[config.mk]
export PLATFORM = sky130hd
export DESIGN_NAME = fir_serial_ctrl
export DESIGN_NICKNAME = d
export VERILOG_FILES = /design/src/rtl/fir_pkg.sv /design/src/rtl/fir_coef_bank.sv /design/src/rtl/sat_trunc_fp.sv /design/src/rtl/fir_serial_ctrl.sv
export SDC_FILE = /design/constraint.sdc
export NUM_CORES = 1
export LEC_CHECK = 0
export CAP_MARGIN = 20
export CORE_MARGIN = 5
export CORE_UTILIZATION = 48
export DETAILED_ROUTE_END_ITERATION = 7
export GPL_TIMING_DRIVEN = 0
export PLACE_DENSITY = 0.64
export SLEW_MARGIN = 10
export SYNTH_ARGS = -nofsm -noshare
export SYNTH_HDL_FRONTEND = slang
export SYNTH_SLANG_ARGS = --single-unit
[constraint.sdc]
create_clock -name i_clk -period 15.2 [get_ports i_clk]
set_input_delay 4.56 -clock i_clk [delete_from_list [all_inputs] [get_ports i_clk]]
set_output_delay 4.56 -clock i_clk [all_outputs]
set_load 0.005 [all_outputs]
[src/rtl/fir_pkg.sv]
// Shared definitions for the serial 4-tap FIR: Q-format widths, FSM encoding, default taps.
// Latency: n/a (package).
// Backpressure: n/a (package).
package fir_pkg;

    // Q-format widths (total bits / fractional bits)
    localparam int NB_INPUT   = 16;
    localparam int NBF_INPUT  = 15;
    localparam int NB_COEF    = 16;
    localparam int NBF_COEF   = 15;
    localparam int NB_OUTPUT  = 18;
    localparam int NBF_OUTPUT = 15;
    localparam int NB_PROD    = NB_INPUT + NB_COEF;      // 32
    localparam int NBF_PROD   = NBF_INPUT + NBF_COEF;    // 30

    localparam int N_TAPS = 4;
    localparam int NB_TAP = $clog2(N_TAPS);

    typedef enum logic [1:0] {
        ST_IDLE = 2'd0,
        ST_MAC  = 2'd1,
        ST_OUT  = 2'd2
    } state_t;

    // 10 kHz low-pass set, symmetric: outer taps small, inner taps large
    localparam logic signed [NB_COEF-1:0] COEF_OUTER = 16'sh04F0;
    localparam logic signed [NB_COEF-1:0] COEF_INNER = 16'sh3B0F;

    function automatic logic signed [NB_COEF-1:0] default_coef(input int idx);
        if (idx == 0 || idx == N_TAPS - 1) begin
            return COEF_OUTER;
        end
        return COEF_INNER;
    endfunction

endpackage

[src/rtl/fir_coef_bank.sv]
// Coefficient register file with reset-to-defaults, qualified write port and async tap read.
// Latency: write lands and ack pulses one cycle after the strobe; read is combinational.
// Backpressure: none; caller only asserts we when a write may be taken.
// Ports: clk/rst_n (sync active-low); we/addr/wdata write; ack write-taken pulse; tap/coef read.
module fir_coef_bank
    import fir_pkg::*;
(
    input  logic                      clk,
    input  logic                      rst_n,
    input  logic                      we,
    input  logic [NB_TAP-1:0]         addr,
    input  logic signed [NB_COEF-1:0] wdata,
    input  logic [NB_TAP-1:0]         tap,
    output logic signed [NB_COEF-1:0] coef,
    output logic                      ack
);
    logic signed [NB_COEF-1:0] bank [N_TAPS];

    always_ff @(posedge clk) begin
        if (!rst_n) begin
            for (int k = 0; k < N_TAPS; k++) begin
                bank[k] <= default_coef(k);
            end
            ack <= 1'b0;
        end else begin
            ack <= we;
            if (we) begin
                bank[addr] <= wdata;
            end
        end
    end

    assign coef = bank[tap];

endmodule

[src/rtl/sat_trunc_fp.sv]
// Fixed-point narrowing: floor-truncate fractional LSBs, then saturate to the output range.
// Latency: combinational.
// Backpressure: none.
// Ports: i_data - wide signed value Q(NB_XI,NBF_XI); o_data - narrowed signed value Q(NB_XO,NBF_XO).
module SatTruncFP #(
    parameter int NB_XI  = 32,
    parameter int NBF_XI = 30,
    parameter int NB_XO  = 16,
    parameter int NBF_XO = 15
) (
    input  logic signed [NB_XI-1:0] i_data,
    output logic signed [NB_XO-1:0] o_data
);
    localparam int DROP = NBF_XI - NBF_XO;
    localparam int NB_T = NB_XI - DROP;

    logic signed [NB_T-1:0] trunc;
    logic [NB_T-NB_XO:0]    upper;
    logic                   fits;
    logic                   unused_lsb;

    // Dropping LSBs of a two's complement value is a floor operation
    assign trunc      = i_data[NB_XI-1:DROP];
    assign unused_lsb = ^i_data[DROP-1:0];

    // Value fits when every bit above the output sign bit copies the sign
    assign upper = trunc[NB_T-1:NB_XO-1];
    assign fits  = (&upper) | (~|upper);

    always_comb begin
        o_data = trunc[NB_XO-1:0];
        if (!fits) begin
            o_data = trunc[NB_T-1] ? {1'b1, {(NB_XO-1){1'b0}}}
                                   : {1'b0, {(NB_XO-1){1'b1}}};
        end
    end

endmodule

[src/rtl/fir_serial_ctrl.sv]
// Time-multiplexed 4-tap FIR sequencer: one shared multiplier walks the taps, one per cycle.
// Latency: result valid N_TAPS+1 cycles after the accept edge; one sample per N_TAPS+2 cycles.
// Backpressure: o_ready low outside IDLE; result held in OUT until i_ready, input held by source.
// Ports: i_clk/i_rst (sync active-low); i_valid/o_ready/i_data sample in; o_valid/i_ready/o_data
//        result out; i_coef_we/i_coef_addr/i_coef_data/o_coef_ack coef write; o_busy not IDLE.
module fir_serial_ctrl
    import fir_pkg::*;
(
    input  logic                 i_clk,
    input  logic                 i_rst,
    input  logic                 i_valid,
    output logic                 o_ready,
    input  logic [NB_INPUT-1:0]  i_data,
    output logic                 o_valid,
    input  logic                 i_ready,
    output logic [NB_OUTPUT-1:0] o_data,
    input  logic                 i_coef_we,
    input  logic [NB_TAP-1:0]    i_coef_addr,
    input  logic [NB_COEF-1:0]   i_coef_data,
    output logic                 o_coef_ack,
    output logic                 o_busy
);
    state_t state, state_nxt;

    logic signed [NB_INPUT-1:0]  x [N_TAPS];
    logic signed [NB_OUTPUT-1:0] acc;
    logic [NB_TAP-1:0]           tap;
    logic                        accept;
    logic                        coef_we_ok;
    logic                        last_tap;

    logic signed [NB_COEF-1:0]   coef_tap;
    logic signed [NB_INPUT-1:0]  x_tap;
    logic signed [NB_PROD-1:0]   prod;
    logic signed [NB_COEF-1:0]   prod_st;

    assign last_tap = (tap == NB_TAP'(N_TAPS - 1));

    // ---------------- FSM ----------------
    always_ff @(posedge i_clk) begin
        if (!i_rst) begin
            state <= ST_IDLE;
        end else begin
            state <= state_nxt;
        end
    end

    always_comb begin
        state_nxt = state;
        o_ready   = 1'b0;
        o_valid   = 1'b0;
        accept    = 1'b0;
        case (state)
            ST_IDLE: begin
                // Not ready while reset is held, so nothing is taken during reset
                o_ready = i_rst;
                if (i_valid && i_rst) begin
                    accept    = 1'b1;
                    state_nxt = ST_MAC;
                end
            end
            ST_MAC: begin
                if (last_tap) begin
                    state_nxt = ST_OUT;
                end
            end
            ST_OUT: begin
                o_valid = 1'b1;
                if (i_ready) begin
                    state_nxt = ST_IDLE;
                end
            end
            default: begin
                state_nxt = ST_IDLE;
            end
        endcase
    end

    // Coefficients change only between computations; a same-cycle sample accept wins
    assign coef_we_ok = i_coef_we && (state == ST_IDLE) && !accept;

    // ---------------- Coefficient bank ----------------
    fir_coef_bank u_coef_bank (
        .clk   (i_clk),
        .rst_n (i_rst),
        .we    (coef_we_ok),
        .addr  (i_coef_addr),
        .wdata (i_coef_data),
        .tap   (tap),
        .coef  (coef_tap),
        .ack   (o_coef_ack)
    );

    // ---------------- Shared multiplier ----------------
    // x[0] is the newest sample and pairs with coef[0]
    assign x_tap = x[tap];
    assign prod  = NB_PROD'(x_tap) * NB_PROD'(coef_tap);

    SatTruncFP #(
        .NB_XI  (NB_PROD),
        .NBF_XI (NBF_PROD),
        .NB_XO  (NB_COEF),
        .NBF_XO (NBF_COEF)
    ) u_sat_trunc (
        .i_data (prod),
        .o_data (prod_st)
    );

    // ---------------- Datapath ----------------
    always_ff @(posedge i_clk) begin
        if (!i_rst) begin
            for (int k = 0; k < N_TAPS; k++) begin
                x[k] <= '0;
            end
            acc <= '0;
            tap <= '0;
        end else if (accept) begin
            for (int k = N_TAPS - 1; k > 0; k--) begin
                x[k] <= x[k-1];
            end
            x[0] <= i_data;
            acc  <= '0;
            tap  <= '0;
        end else if (state == ST_MAC) begin
            // Four Q(16,15) terms always fit Q(18,15): plain sign-extended add
            acc <= acc + NB_OUTPUT'(prod_st);
            tap <= tap + NB_TAP'(1);
        end
    end

    // acc is frozen outside MAC, so the result is stable for the whole OUT phase
    assign o_data = acc;
    assign o_busy = (state != ST_IDLE);

endmodule

==> results of run 1 <==
[worst reg2reg max path: cells and delay by family (launching register included)]
family,cells,cell delay (ns)
adders and majority gates,8,4.09
AOI/OAI and AO/OA,12,2.90
buffers and inverters,9,2.70
xor gates and xnor gates,4,1.35
and+or+nand+nor,4,0.46
muxes,2,0.36
DFF,1,0.32
[final timing paths]
| kind | from | to | slack (ns) | cells past startpoint |
|---|---|---|---|---|
| setup / recovery | flip-flop | o_data[14] | 2.92 | 39 |
| hold / removal | o_data[13] | o_data[13] | 0.47 | 2 |
| setup reg to reg | flip-flop | o_data[14] | 2.92 | 39 |
| hold reg to reg | o_data[13] | o_data[13] | 0.47 | 2 |
[per-stage QoR]
step | cell area (µm²) | cells | util, % | setup WS [ns]
finish | 18800 | 2201 | 54.2 | 2.92
global route | 18800 | 2200 | 54.2 | 2.02
CTS | 18800 | 2197 | 54.2 | 2.98
detailed placement | 18100 | 2165 | 52.4 | 3.03
global placement | 18100 | 2163 | 52.2 | 3.21
floorplan | 16900 | 1648 | - | 5.26
[cell families after synthesis]
| family | count (synthesis) |
|---|---|
| and+or+nand+nor | 532 |
| buffers and inverters | 357 |
| muxes | 57 |
| AOI/OAI and AO/OA | 154 |
| xor gates and xnor gates | 35 |
| DFF | 153 |
| adders and majority gates | 360 |
[layout by cell type, fill, tap and decap left out, types with 8 or more instances in the layout]
master / n
mux4_2: 14
inv_1: 297
fa_1: 262
xnor2_1: 23
clkbuf_1: 51
o21ai_1: 14
nand2b_1: 42
and2_1: 147
clkbuf_16: 17
mux2_2: 19
xor2_1: 11
dfxtp_1: 25
ha_1: 97
mux2i_1: 22
nand2_1: 181
a21oi_1: 46
o21ai_0: 26
nor2_1: 95
and3_1: 11
a21o_1: 14
nand4_1: 9
o21a_1: 18
nor3_1: 8
clkdlybuf4s50_1: 60
nor2b_1: 14
edfxtp_1: 128
[routing by layer]
layer  GRT usage (%)  wire length (µm)  part of all wire (%)
met5               0                 0                     0
met4            5.48               861                   2.1
met3            3.51              2560                   6.4
met2            35.7             19300                    48
met1            29.9             17400                    43
[cells in the mapped netlist (3+ instances only)]
cell	instances
o21bai_1	7
o21a_1	18
edfxtp_1	128
and3b_1	3
xor2_1	11
inv_1	297
or3_1	3
o21ai_0	27
a211oi_1	4
nand4_1	9
nand3_1	7
a21oi_1	46
o31ai_1	3
ha_1	97
fa_1	262
nand2_1	181
mux4_2	14
buf_1	5
nor2_1	95
o21ai_1	14
mux2i_1	22
clkbuf_1	52
o211ai_1	3
xnor2_1	23
dfxtp_1	25
nor2b_1	14
nand2b_1	42
mux2_2	19
nor3_1	8
and3_1	11
a31oi_1	4
and2_1	147
a21o_1	14
[registers in the layout, summed over array words and instances (netlist names), named ones only]
signal,flops
u_coef_bank.bank,64
x,64
o_data,18
state,2
tap,2
u_coef_bank.ack,1
[final cells by class]
cell class | count | area, µm²
fillers | 3013 | 15900
plain buffers | 60 | 241
clock buffers | 17 | 425
well taps | 455 | 569
repair buffers | 65 | 658
inverters | 297 | 1110
flip-flops and latches | 153 | 4340
clock inverters | 15 | 205
multi-input cells | 1138 | 11200
diodes | 1 | 2.50
==> results.json, run 1 <==
{
  "outcome": "completed",
  "fin_crit_ns": 12.28,
  "max_slew_margin_pct": 25.1,
  "gp_congestion": 0.917,
  "start_util_pct": 48.8,
  "yosysTopAreaCell": "fa_1",
  "synth_area_um2": 16900,
  "synth.top_cell.area_share_pct": 31.0,
  "synth_compound_area_share_pct": 5.79,
  "grt_max_degree": 64,
  "syn-num-nets": 2046,
  "syn-instance-count": 1648,
  "fin_worst_skew_ns": 0.0142,
  "max_stage_delay_ns": 0.78,
  "ys_types": 62,
  "critPathArrivalTime_ns": 12.61,
  "area_delta_synth_final_pct": 11.0,
  "final_antenna_net_count": 0,
  "timing.hold.ws_ns": 0.474,
  "slew_viol_final": 0,
  "dpl.hpwl_mm": 31.9,
  "clkLatencyLatePin_ns": 0.44,
  "dr_total_vias": 11685,
  "tightestPinTransition_ns": 1.11,
  "ctsHtreeMaxLevel": 4,
  "rsz0062_at_grt": "no",
  "synth_seq_cells": 153,
  "clockRootBuffer": "clkbuf_16",
  "final_nets": 2130,
  "synth-simple-area-share_pct": 15.8,
  "crit_family": "adder cells",
  "routed_wl_mm": 40.1,
  "synth_mux_area_share_pct": 4.58,
  "drt_first_pass_iters": 5,
  "grt_pass1_wl_mm": 65.5,
  "finalHoldViolations": 0,
  "yosysSeqAreaShare_pct": 25.7,
  "cts_setup_buffers": 0,
  "worstPathRequired_ns": 15.53,
  "drt-initial-drc-count": 954,
  "die_h_um": 198,
  "cts.sinks": 153,
  "synth_edf_count": 128,
  "cts_made_buffers": 17,
  "syn_area_per_cell_um2": 10.3,
  "path_max_fanout": 10,
  "drive_above_1_share_pct": 4.76,
  "core.rowCount": 68,
  "max_freq_mhz": 81.4,
  "synth_area_leaders": "fa_1 31%, edfxtp_1 23%, ha_1 7.2%",
  "die_w_um": 198,
  "period_share_pct": 80.8,
  "drv_cap": 0,
  "clockBufferDepth": 2,
  "numPortBuffers": 60,
  "path_class": "reg -> reg",
  "finalSetupTns_ns": 0,
  "viasPerCell": 5.31,
  "critPathBufInv": 9,
  "slowest_stage": "fa_1",
  "path_clk_slew_ns": 0.07,
  "setup_violations": 0,
  "crit_top_cell": "fa_1",
  "hp-class": "reg -> reg",
  "synth_top_family_by_area": "adder cells",
  "worstSetupStartpointType": "flip-flop",
  "grt_pass1_vias": 12336,
  "yosys.area_share.adder_pct": 38.3,
  "antenna_found_initial": 0,
  "yosys.area_share.xor_xnor_pct": 1.89,
  "cts_hold_buf": 0,
  "die-area_um2": 39100,
  "ys_async_sr_fraction_pct": 0,
  "drc": 0,
  "ys_warn_count": 0,
  "post_drt_wl_per_cell_um": 18.2,
  "cts_tree": "yes",
  "track_usage_pct": 21.6,
  "cp-end-kind": "flip-flop",
  "ys.flop_type": "edfxtp_1",
  "ios": 61,
  "core_region_area_um2": 34600,
  "grt-ovfl-total": 0,
  "postCtsResizedCells": 0
}
Power of run 1 is left out: the tool's default activity adds up to more than one toggle a clock period on the data nets, which glitch-free logic cannot reach.
==> run 2: changes to the inputs <==
==> constraint.sdc (replaced) <==
create_clock -name i_clk -period 12.9 [get_ports i_clk]
set_input_delay 3.87 -clock i_clk [delete_from_list [all_inputs] [get_ports i_clk]]
set_output_delay 3.87 -clock i_clk [all_outputs]
set_load 0.005 [all_outputs]
==> run 2 against run 1 <==
Via count fell by 0.40%; clock-buffer cell count did not move; non-clock buffer count fell by 1; worst hold slack about the same; routed wire length decreased by 0.33%; cell area is essentially flat; clock skew increased by 0.00083 ns; setup slack got worse by 1.9 ns; flip-flop and latch count unchanged; critical path depth unchanged; maximum frequency up 3.0%; utilization about the same.
==> results.json, run 2 (synthesis results as in run 1) <==
{
  "outcome": "completed",
  "worstPathRequired_ns": 13.23,
  "place_inst": 2165,
  "period_share_pct": 92.4,
  "drt-initial-drc-count": 935,
  "fin_cells": 2199,
  "core_region_area_um2": 34600,
  "slowest_stage": "clkbuf_1",
  "cts.sinks": 153,
  "hp-class": "reg -> reg",
  "ios": 61,
  "clkLatencyLatePin_ns": 0.44,
  "die_h_um": 198,
  "cts_tree": "yes",
  "max_stage_delay_ns": 0.72,
  "core.rowCount": 68,
  "fillerInstances": 3014,
  "crit_family": "compound AO/OA/AOI/OAI gates",
  "area_delta_synth_final_pct": 11.0,
  "clockRootBuffer": "clkbuf_16",
  "tightestPinTransition_ns": 1.13,
  "slew_viol_final": 0,
  "grt_max_degree": 64,
  "die_w_um": 198,
  "path_clk_slew_ns": 0.07,
  "max_freq_mhz": 83.9,
  "numPortBuffers": 60,
  "finalHoldViolations": 0,
  "rsz0062_at_grt": "no",
  "cts_hold_buf": 0,
  "cp-end-kind": "flip-flop",
  "multi_input_area_um2": 11200,
  "mostFrequentLayoutCell": "inv_1",
  "grt_pass1_wl_mm": 65.5,
  "seqCellArea_um2": 4340,
  "finalSetupTns_ns": 0,
  "crit_top_cell": "fa_1",
  "viasPerCell": 5.29,
  "setup_violations": 0,
  "grt-ovfl-total": 0,
  "final_cell_mix": "297 x inv_1, 262 x fa_1, 181 x nand2_1",
  "routed_wl_mm": 40.0,
  "dpl.hpwl_mm": 31.9,
  "gp_congestion": 0.917,
  "cts_setup_buffers": 0,
  "drt_first_pass_iters": 5,
  "post_drt_wl_per_cell_um": 18.2,
  "drc": 0,
  "final_nets": 2129,
  "grt_pass1_vias": 12336,
  "critPathArrivalTime_ns": 12.25,
  "track_usage_pct": 21.6,
  "start_util_pct": 48.8,
  "critPathBufInv": 10,
  "dr_total_vias": 11638,
  "drive_above_1_share_pct": 4.76,
  "drv_cap": 0,
  "cts_made_buffers": 17,
  "worstSetupStartpointType": "flip-flop",
  "fin_worst_skew_ns": 0.0150,
  "max_slew_margin_pct": 23.6,
  "ctsHtreeMaxLevel": 4,
  "clockBufferDepth": 2,
  "path_max_fanout": 16,
  "antenna_found_initial": 0,
  "die-area_um2": 39100,
  "final_antenna_net_count": 0,
  "postCtsResizedCells": 0,
  "path_class": "reg -> reg",
  "fin_crit_ns": 11.92,
  "n_antenna_cell": 0
}
-- run 2: per-layer routing --
metal | vias to the layer above | GRT usage [%] | wire, µm
met4 | 0 | 5.48 | 913
met1 | 5843 | 29.9 | 17300
met5 | - | 0 | 0
li1 | 5375 | - | -
met3 | 50 | 3.51 | 2570
met2 | 370 | 35.7 | 19200
-- run 2: area by class of cell --
cell class              count  share of cell area (%)
multi-input cells        1138                    59.8
inverters                 297                    5.94
repair buffers             65                    3.51
clock buffers              17                    2.27
flip-flops and latches    153                    23.1
well taps                 455                    3.03
plain buffers              59                    1.27
clock inverters            15                    1.09
-- run 2: worst paths after layout --
path	from	end	slack [ns]	cells after the start
min reg2reg	o_data[13]	o_data[13]	0.47	2
max	flip-flop	o_data[14]	0.98	39
max reg2reg	flip-flop	o_data[14]	0.98	39
min	o_data[13]	o_data[13]	0.47	2
-- run 2: stage by stage --
step                area [µm²]  setup WS, ns  util [%]  hold slack (ns)
CTS                      18800         0.677      54.2            0.481
detailed placement       18100         0.732      52.4            0.471
global placement         18100         0.906      52.2            0.464
finish                   18800         0.977      54.2            0.474
global route             18800         0.128      54.2            0.497
floorplan                16900          2.96         -            0.454
-- run 2: worst register-to-register path, delay by kind of cell (launching register included) --
family | cells | cell delay [ns]
fa+ha+maj | 8 | 3.80
mux | 3 | 0.98
buf+inv | 10 | 2.20
simple gates | 3 | 0.36
flops | 1 | 0.32
compound gates | 15 | 4.14
Power of run 2 is left out for the same reason.
==> run 3: changes to the inputs <==
==> constraint.sdc (replaced) <==
create_clock -name i_clk -period 12.9 [get_ports i_clk]
set_input_delay 3.225 -clock i_clk [delete_from_list [all_inputs] [get_ports i_clk]]
set_output_delay 3.225 -clock i_clk [all_outputs]
set_load 0.005 [all_outputs]
==> results of run 3 <==
No change in the layout: final DEF, timing and power equal those of run 2.
Power of run 3 is left out for the same reason.
